===== src/rtl/psg_env_sched.sv =====
// psg_env_sched
// Controller in front of the PSG attribute RAM write port.
//  - Divides clk down to the PSG next_sample strobe.
//  - Forwards host attribute writes to the PSG with one cycle of latency.
//  - Runs a 16-channel volume-envelope engine. Once every ENV_DIV samples it
//    scans all channels and steps each channel's volume one unit toward its
//    target at that channel's rate. Each change is written back to the
//    channel's volume attribute.
//  - The host always owns the write port. The engine stalls on any cycle
//    that carries a host write, so a host snoop is never overwritten.
//
// Ports
//   clk          system clock
//   rst          synchronous, active-high reset
//   host_addr    [6]=0 PSG attribute address in [5:0];
//                [6]=1 envelope register {ch[3:0], reg[1:0]} in [5:0]
//   host_wrdata  host write data
//   host_write   host write strobe, one cycle per write
//   attr_addr    attribute RAM address to PSG
//   attr_wrdata  attribute RAM data to PSG
//   attr_write   attribute RAM write strobe to PSG
//   next_sample  one-cycle sample strobe to PSG
//   scan_busy    high while the envelope scan runs
module psg_env_sched #(
    parameter int SAMPLE_DIV = 512,
    parameter int ENV_DIV    = 16
) (
    input  logic       clk,
    input  logic       rst,
    input  logic [6:0] host_addr,
    input  logic [7:0] host_wrdata,
    input  logic       host_write,
    output logic [5:0] attr_addr,
    output logic [7:0] attr_wrdata,
    output logic       attr_write,
    output logic       next_sample,
    output logic       scan_busy
);

    localparam int SCNT_W = $clog2(SAMPLE_DIV);
    localparam int ECNT_W = (ENV_DIV > 1) ? $clog2(ENV_DIV) : 1;
    localparam logic [SCNT_W-1:0] SCNT_MAX = SCNT_W'(SAMPLE_DIV - 1);
    localparam logic [ECNT_W-1:0] ECNT_MAX = ECNT_W'(ENV_DIV - 1);

    typedef enum logic {
        IDLE = 1'b0,
        SCAN = 1'b1
    } state_t;

    // Timers
    logic [SCNT_W-1:0] scnt_q, scnt_d;
    logic              ns_q, ns_d;
    logic [ECNT_W-1:0] ecnt_q, ecnt_d;
    logic              env_start;

    // Scan control
    state_t     state_q, state_d;
    logic [3:0] ch_q, ch_d;

    // Per-channel envelope state
    logic [5:0] cur_q  [16];
    logic [5:0] cur_d  [16];
    logic [5:0] tgt_q  [16];
    logic [5:0] tgt_d  [16];
    logic [1:0] lr_q   [16];
    logic [1:0] lr_d   [16];
    logic [7:0] rate_q [16];
    logic [7:0] rate_d [16];
    logic [7:0] cnt_q  [16];
    logic [7:0] cnt_d  [16];

    // Registered attribute write port
    logic [5:0] attr_addr_q, attr_addr_d;
    logic [7:0] attr_wrdata_q, attr_wrdata_d;
    logic       attr_write_q, attr_write_d;

    // Host decode
    logic [3:0] host_ch;
    logic [1:0] host_reg;

    // Evaluation of the channel under scan
    logic [5:0] sel_cur;
    logic [5:0] sel_tgt;
    logic [1:0] sel_lr;
    logic [7:0] sel_rate;
    logic [8:0] cnt_inc;
    logic       step;
    logic [5:0] new_cur;

    assign host_ch  = host_addr[5:2];
    assign host_reg = host_addr[1:0];

    assign sel_cur  = cur_q[ch_q];
    assign sel_tgt  = tgt_q[ch_q];
    assign sel_lr   = lr_q[ch_q];
    assign sel_rate = rate_q[ch_q];
    // Widened by one bit so cnt+1 cannot wrap before the rate compare.
    assign cnt_inc  = {1'b0, cnt_q[ch_q]} + 9'd1;
    assign step     = (sel_rate != 8'd0) && (cnt_inc >= {1'b0, sel_rate});
    // Only used when cur != tgt, so neither direction can leave 0..63.
    assign new_cur  = (sel_cur < sel_tgt) ? (sel_cur + 6'd1) : (sel_cur - 6'd1);

    // Sample and envelope tick generation
    always_comb begin
        scnt_d = (scnt_q == SCNT_MAX) ? '0 : (scnt_q + SCNT_W'(1));
        ns_d   = (scnt_q == SCNT_MAX);
        ecnt_d = ecnt_q;
        if (ns_q) begin
            ecnt_d = (ecnt_q == ECNT_MAX) ? '0 : (ecnt_q + ECNT_W'(1));
        end
    end

    assign env_start = ns_q && (ecnt_q == ECNT_MAX);

    // Host decode, scan FSM and engine evaluation
    always_comb begin
        state_d       = state_q;
        ch_d          = ch_q;
        cur_d         = cur_q;
        tgt_d         = tgt_q;
        lr_d          = lr_q;
        rate_d        = rate_q;
        cnt_d         = cnt_q;
        attr_addr_d   = attr_addr_q;
        attr_wrdata_d = attr_wrdata_q;
        attr_write_d  = 1'b0;

        if (host_write) begin
            if (!host_addr[6]) begin
                attr_addr_d   = host_addr[5:0];
                attr_wrdata_d = host_wrdata;
                attr_write_d  = 1'b1;
                // Volume attribute writes are mirrored into the engine so
                // it ramps from wherever the host last put the channel.
                if (host_reg == 2'd2) begin
                    cur_d[host_ch] = host_wrdata[5:0];
                    lr_d[host_ch]  = host_wrdata[7:6];
                end
            end else begin
                case (host_reg)
                    2'd0: tgt_d[host_ch] = host_wrdata[5:0];
                    2'd1: begin
                        rate_d[host_ch] = host_wrdata;
                        cnt_d[host_ch]  = 8'd0;
                    end
                    default: ;
                endcase
            end
        end

        case (state_q)
            IDLE: begin
                if (env_start) begin
                    state_d = SCAN;
                    ch_d    = 4'd0;
                end
            end
            SCAN: begin
                // A host write owns this cycle: hold ch and retry next cycle.
                if (!host_write) begin
                    if (sel_rate != 8'd0) begin
                        if (step) begin
                            cnt_d[ch_q] = 8'd0;
                            if (sel_cur != sel_tgt) begin
                                cur_d[ch_q]   = new_cur;
                                attr_addr_d   = {ch_q, 2'b10};
                                attr_wrdata_d = {sel_lr, new_cur};
                                attr_write_d  = 1'b1;
                            end
                        end else begin
                            cnt_d[ch_q] = cnt_inc[7:0];
                        end
                    end
                    if (ch_q == 4'd15) begin
                        state_d = IDLE;
                    end else begin
                        ch_d = ch_q + 4'd1;
                    end
                end
            end
            default: state_d = IDLE;
        endcase
    end

    always_ff @(posedge clk) begin
        if (rst) begin
            scnt_q        <= '0;
            ns_q          <= 1'b0;
            ecnt_q        <= '0;
            state_q       <= IDLE;
            ch_q          <= 4'd0;
            attr_addr_q   <= 6'd0;
            attr_wrdata_q <= 8'd0;
            attr_write_q  <= 1'b0;
            for (int i = 0; i < 16; i++) begin
                cur_q[i]  <= 6'd0;
                tgt_q[i]  <= 6'd0;
                lr_q[i]   <= 2'd0;
                rate_q[i] <= 8'd0;
                cnt_q[i]  <= 8'd0;
            end
        end else begin
            scnt_q        <= scnt_d;
            ns_q          <= ns_d;
            ecnt_q        <= ecnt_d;
            state_q       <= state_d;
            ch_q          <= ch_d;
            attr_addr_q   <= attr_addr_d;
            attr_wrdata_q <= attr_wrdata_d;
            attr_write_q  <= attr_write_d;
            cur_q         <= cur_d;
            tgt_q         <= tgt_d;
            lr_q          <= lr_d;
            rate_q        <= rate_d;
            cnt_q         <= cnt_d;
        end
    end

    assign attr_addr   = attr_addr_q;
    assign attr_wrdata = attr_wrdata_q;
    assign attr_write  = attr_write_q;
    assign next_sample = ns_q;
    assign scan_busy   = (state_q == SCAN);

endmodule

===== config.mk =====
export PLATFORM = sky130hd
export DESIGN_NAME = psg_env_sched
export DESIGN_NICKNAME = d
export VERILOG_FILES = /design/src/rtl/psg_env_sched.sv
export SDC_FILE = /design/constraint.sdc
export NUM_CORES = 2
export LEC_CHECK = 0
export CAP_MARGIN = 20
export CORE_MARGIN = 2
export CORE_UTILIZATION = 37
export CTS_CLUSTER_SIZE = 20
export DETAILED_ROUTE_END_ITERATION = 8
export PLACE_DENSITY = 0.52
export SLEW_MARGIN = 10
export SYNTH_ARGS = -nofsm -noshare
export SYNTH_HDL_FRONTEND = slang
export SYNTH_SLANG_ARGS = --single-unit

===== constraint.sdc =====
create_clock -name clk -period 7.5 [get_ports clk]
set_input_delay 1.5 -clock clk [delete_from_list [all_inputs] [get_ports clk]]
set_output_delay 1.5 -clock clk [all_outputs]
set_load 0.01 [all_outputs]

Word-level counts from Yosys, hierarchy flattened. Index checks and enable logic that the tools add are counted. W data, S select, Z words.

Add/sub/neg operators: 6. Reduce and logical (&&, ||, !) cells: 11. Order comparisons: 6. Equal/unequal tests: 9. Bitwise operators: 8. Multiplexer cells: 77.

Operators by type and width (number): $mux W128 (7); $mux W96 (8); $bwmux W96 (3); $and A128 B128 Y128 (2); $bwmux W128 (2); $not A128 Y128 (2); $mux W8 (13); $mux W6 (14); $bmux W8 S4 (2); $demux W8 S4 (2); $bmux W6 S4 (2); $demux W6 S4 (2); $bwmux W32 (1); $mux W4 (4); $reduce_and A3 Y1 (4); $ge A5 B5 Y1 const B (2); $lt A5 B1 Y1 const B (2); $mux W1 (10); $not A4 Y5 (2); $add A8 B1 Y9 const B (1); $add A9 B1 Y9 const B (1); $eq A9 B9 Y1 const B (1); $ge A9 B8 Y1 (1); $add A4 B1 Y4 const B (2); 18 further kinds (27).

Bits of input ports: 18. Flip-flop bits (word level): 514. Logic and storage cells: 205.

Logic depth before layout (Yosys ltp).
Depth after elaboration: 15. Depth in mapped cells: 23.

Worst setup path before layout. Ideal clock, no wire load.

Path kind: register -> register. From: register ch_q[0]. To: register cur_q[47] (netlist bit). Library setup time: 88 ps. Slack: 1633 ps. Data arrival time: 5779 ps. Clock period less this slack: 5867 ps. Path buffers: 8. Cell stages (with the launch flop): 23. Data required time: 7412 ps. Cells stage by stage: dfxtp_1 buf_6 buf_6 buf_6 buf_6 buf_6 buf_2 buf_1 mux4_2 mux4_2 ha_1 nor2b_1 o21ai_0 nand2b_1 a21oi_1 o21ai_0 ha_1 a21o_1 a2111oi_0 or3_1 xor3_2 buf_4 a311oi_2.

Cells in the longest elaborated chain, start to end: 12. Elaborated cells on any way between the ends: 33. Classes of those cells: 3 x add/sub; 4 x order compare; 1 x eq/ne; 21 x mux; 1 x bitwise; 3 x reduce/logical.

Ends and longest elaborated chain: start: declaration (RTL line 58) `logic [3:0] ch_q, ch_d;`; start signal: assignment (RTL line 207) `ch_q <= ch_d;`; $not A4 Y5 (not written as such) (*); branches (longest 8 deep; another with $add A8 B1 Y9); $mux W96 (*) (RTL line 161) `if (sel_rate != 8'd0) begin`; $mux W96 (*) (RTL line 160) `if (!host_write) begin`; $mux W96 (*) (RTL line 151) `case (state_q)`; end signal: assignment (RTL line 211) `cur_q <= cur_d;`; end: declaration (RTL line 61) `logic [5:0] cur_q [16];`.

Mark *: on every way between the ends. The select of a mux whose other input is x is not followed. A chain may end at the register's enable or synchronous reset.

Worst setup path in the final report.
From: register ch_q[1]. To: register attr_wrdata_q[3] (netlist: attr_wrdata[3]).

Cells in the longest elaborated chain, start to end: 11. Elaborated cells on any way between the ends: 27. Classes of those cells: 3 x add/sub; 2 x order compare; 1 x eq/ne; 18 x mux; 1 x bitwise; 2 x reduce/logical.

Ends and longest elaborated chain: $not A4 Y5 (not written as such) (*); $bmux W8 S4, or another cell as far along (RTL line 98) `assign cnt_inc = {1'b0, cnt_q[ch_q]} + 9'd1;`; $mux W8 (not written as such), or another cell as far along (2 in series) (RTL line 98); $add A8 B1 Y9, or another cell as far along (RTL line 98); $ge A9 B8 Y1 / $mux W6 (equally long branches) (RTL line 99, 101); $logic_and A1 B1 Y1 / $mux W8 (equally long branches) (RTL line 99, 164); $mux W8 (RTL line 162) `if (step) begin`; $mux W8 (*) (RTL line 161); $mux W8 (*) (RTL line 160); $mux W8 (*) (RTL line 151); end signal: assignment (RTL line 209) `attr_wrdata_q <= attr_wrdata_d;`; end: declaration (RTL line 74) `logic [7:0] attr_wrdata_q, attr_wrdata_d;`.

Mark *: on every way between the ends. The rest lies on a longest branch, timed or not. The select of a mux whose other input is x is not followed.

==> flow_summary_export.csv <==
group,metric,value,unit
global_route,globalRoute.totalOverflow,0,
pwr,peakVddDrop,0.000143,V
routing,drt_iter0_markers,2061,
sta,setup_slack,1.56,ns
cts,worst_skew_pair.late_latency,0.63,ns
yosys,ys_async_sr_fraction,0,
global_route,gr-usage-all-layers,0.239,
yosys,post_synth_net_total,2767,
yosys,yosys.cell_types.count,62,
cts,cts-root-to-sink-buffers,3,
worst_setup_path,crit_end,"attr_wrdata[3]",
worst_setup_path,reg2reg_from,"ch_q[1]",
worst_setup_path,critical_path_peak_fanout,39,
sta,grt_setup_unrepaired,"no",
worst_setup_path,worst-r2r-cell-count,16,
cts,root_buffer,"sky130_fd_sc_hd__clkbuf_16",
global_route,first_pass_grt_wire_length,128000,um
cells_and_area,area_growth,11.3,%
flow_run,timing.max_cap.violations,0,
sta,minimum_period_implied_by_the_final_worst_setup_slack,5.94,ns
worst_setup_path,timing.critical_path.to_type,"register",
yosys,post_synth_instance_area,24900,sq um
pwr,p_per_area,213,nW/um^2
routing,drtAntennaViolNets,0,
cells_and_area,final_util,0.415,
global_route,number_of_antenna_violations_at_the_first_check_in_global_routing,2,
sta,fin_hold_ws,0.444,ns
die,die_y,264,um
cts,cts_inserted_buffers,57,
cts,cts_tree,"yes",
place,pre_cts_ws,1.66,ns
die,core,66900,sq um
yosys,synth-warning-count,0,
worst_setup_path,path_class,"reg2reg",
die,start_util,0.373,
yosys,synth_seq_cells,514,
worst_setup_path,critPathArrivalTime,6.46,ns
die,die_area,69500,sq um
sta,final_count_of_hold_timing_violations,0,
yosys,synthFlopType,"sky130_fd_sc_hd__dfxtp_1",
die,floorplan.rows,95,
cts,h-tree-depth,2,
sta,timing.setup.tns,0,ns
cts,cts_hold_buf,0,
place,io_buffers,34,
yosys,synth_top_area_frac,0.413,
sta,fin_worst_skew,0.0282,ns
cts,cts.sink_count,514,
worst_setup_path,startpoint_type,"register",
place,place.detailed.hpwl,54000,um
routing,detail_route.wl_per_cell,23.9,um
yosys,synthCells,2722,
yosys,synth_largest_area_cell,"sky130_fd_sc_hd__dfxtp_1",
sta,period_share,0.792,
yosys,postSynthAreaPerCell,9.16,sq um
cts,worst_setup_hold_path_clk_slew,0.06,ns
routing,route.detailed.drc,0,
yosys,netlist_top_cells_count,"sky130_fd_sc_hd__dfxtp_1, sky130_fd_sc_hd__nand2_1, sky130_fd_sc_hd__a21oi_1, sky130_fd_sc_hd__nand3_1, sky130_fd_sc_hd__nor3_1",
worst_setup_path,regToRegEndpoint,"attr_wrdata[3]",
worst_setup_path,worst_ep_required_time,8.02,ns
worst_setup_path,worst-r2r-setup-slack,1.56,ns
yosys,ys_seq_area_frac,0.413,
die,die_x,264,um
routing,avgViaCountPerCell,5.99,
sta,report.final.setup_viol,0,
sta,finalMaxSlewViolations,0,
global_route,grt_max_degree,143,
sta,fmax,168,MHz
routing,drt-pass1-iter-count,5,
place,gp_congestion,0.869,
sta,timing_worst_slew_pin_value,1.17,ns
pwr,leakage,0.00886,uW
sta,timing.max_slew.rel_slack,0.221,
yosys,post-synth-top-count-cell,"sky130_fd_sc_hd__dfxtp_1",
cells_and_area,drive_gt1_frac,0.169,
routing,final_routed_wirelength,85000,um
pwr,fin_total_pwr,5930,uW
yosys,yosys-top-cells-area,"sky130_fd_sc_hd__dfxtp_1, sky130_fd_sc_hd__mux4_2, sky130_fd_sc_hd__a21oi_1",
hold_path,timing.hold.worst.class,"reg2reg",
yosys,number_of_synthesized_flops_with_an_enable_pin,0,
cells_and_area,final_net_count,2676,
routing,dr_total_vias,21300,
cts,postCtsSetupRepairBufs,0,
die,ioPinCount,35,
worst_setup_path,critPathLaunch,"ch_q[1]",
cts,post_cts.resized_instances,0,
global_route,first_global_vias,20400,
status,status,"finished, final reports clean",
[flip-flops by register name (all words and copies together) (netlist names)]
name         flops
cnt_q          128
rate_q         128
cur_q           96
tgt_q           96
lr_q            32
scnt_q           9
attr_wrdata      8
attr_addr        6
ch_q             4
ecnt_q           4
attr_write       1
next_sample      1
scan_busy        1
[per-stage QoR]
| stage | area (sq um) | instances |
|---|---|---|
| floorplan | 24900 | 2722 |
| global placement | 25700 | 3442 |
| detailed placement | 25800 | 3444 |
| CTS | 27800 | 3549 |
| global route | 27800 | 3551 |
| finish | 27800 | 3551 |
[where the power goes]
group	internal, uW	switching (uW)
Combinational	44.9	159
Sequential	2740	8.13
Clock	1770	1210
[layout by cell type (no fill, tap or decap), types with 19 or more instances in the layout]
cell / Yosys / layout
sky130_fd_sc_hd__o22ai_1: 87 / 87
sky130_fd_sc_hd__clkbuf_16: 0 / 59
sky130_fd_sc_hd__a21oi_1: 346 / 346
sky130_fd_sc_hd__nand3_1: 240 / 240
sky130_fd_sc_hd__clkdlybuf4s50_1: 0 / 27
sky130_fd_sc_hd__inv_1: 21 / 20
sky130_fd_sc_hd__mux2_2: 97 / 97
sky130_fd_sc_hd__a21o_1: 19 / 19
sky130_fd_sc_hd__nand2_1: 437 / 437
sky130_fd_sc_hd__mux4_2: 134 / 134
sky130_fd_sc_hd__mux2i_1: 66 / 66
sky130_fd_sc_hd__buf_4: 15 / 65
sky130_fd_sc_hd__a22oi_1: 28 / 28
sky130_fd_sc_hd__dfxtp_1: 514 / 511
sky130_fd_sc_hd__ha_1: 26 / 26
sky130_fd_sc_hd__nor3_1: 181 / 180
sky130_fd_sc_hd__nor2_1: 84 / 84
[worst max-delay path, stage by stage (launching register included)]
cell                       delay, ns
sky130_fd_sc_hd__dfxtp_4        0.67
sky130_fd_sc_hd__buf_4          0.64
sky130_fd_sc_hd__mux4_2         0.44
sky130_fd_sc_hd__mux4_2         0.56
sky130_fd_sc_hd__ha_1           0.33
sky130_fd_sc_hd__nor2b_1        0.12
sky130_fd_sc_hd__o21ai_0        0.08
sky130_fd_sc_hd__nand2b_1       0.07
sky130_fd_sc_hd__a21oi_1        0.06
sky130_fd_sc_hd__o21ai_0        0.78
sky130_fd_sc_hd__ha_1           0.27
sky130_fd_sc_hd__a21o_1         0.13
sky130_fd_sc_hd__a21oi_1        0.08
sky130_fd_sc_hd__xnor2_1        0.83
sky130_fd_sc_hd__buf_4          0.40
sky130_fd_sc_hd__nor3_1         0.07
sky130_fd_sc_hd__a211oi_1       0.24
[final cells by class]
type,instances,area [sq um]
repair buffers,103,858
well taps,873,1090
multi-input cells,1933,13400
flip-flops and latches,514,10300
diodes,1,2.50
fillers,6458,39200
inverters,22,83.8
clock inverters,21,297
clock buffers,84,1690
[cells by family after synthesis]
group | synth area share
AOI/OAI and AO/OA | 0.143
xor gates and xnor gates | 0.00627
adders and majority gates | 0.0138
buffers and inverters | 0.0508
DFF | 0.413
muxes | 0.191
and+or+nand+nor | 0.182
[worst min path at each step]
stage	start	depth (start not counted)	to	slack (ns)
after floorplan	scnt_q[0]	1	scnt_q[0]	0.42
after global placement	scnt_q[0]	1	scnt_q[0]	0.43
after detailed placement	scnt_q[0]	1	scnt_q[0]	0.44
after CTS	scnt_q[0]	1	scnt_q[0]	0.45
after global routing	tgt_q[32]	2	tgt_q[32]	0.46
final	scnt_q[0]	1	scnt_q[0]	0.44
[metal layers]
metal | up-vias | GRT usage | wire length [um]
met5 | - | 0 | 0
met2 | 896 | 0.363 | 38200
met4 | 0 | 0.0913 | 2890
met3 | 165 | 0.0509 | 7010
met1 | 10500 | 0.332 | 37000
li1 | 9701 | - | -
Power figures use the tool's default switching activity.
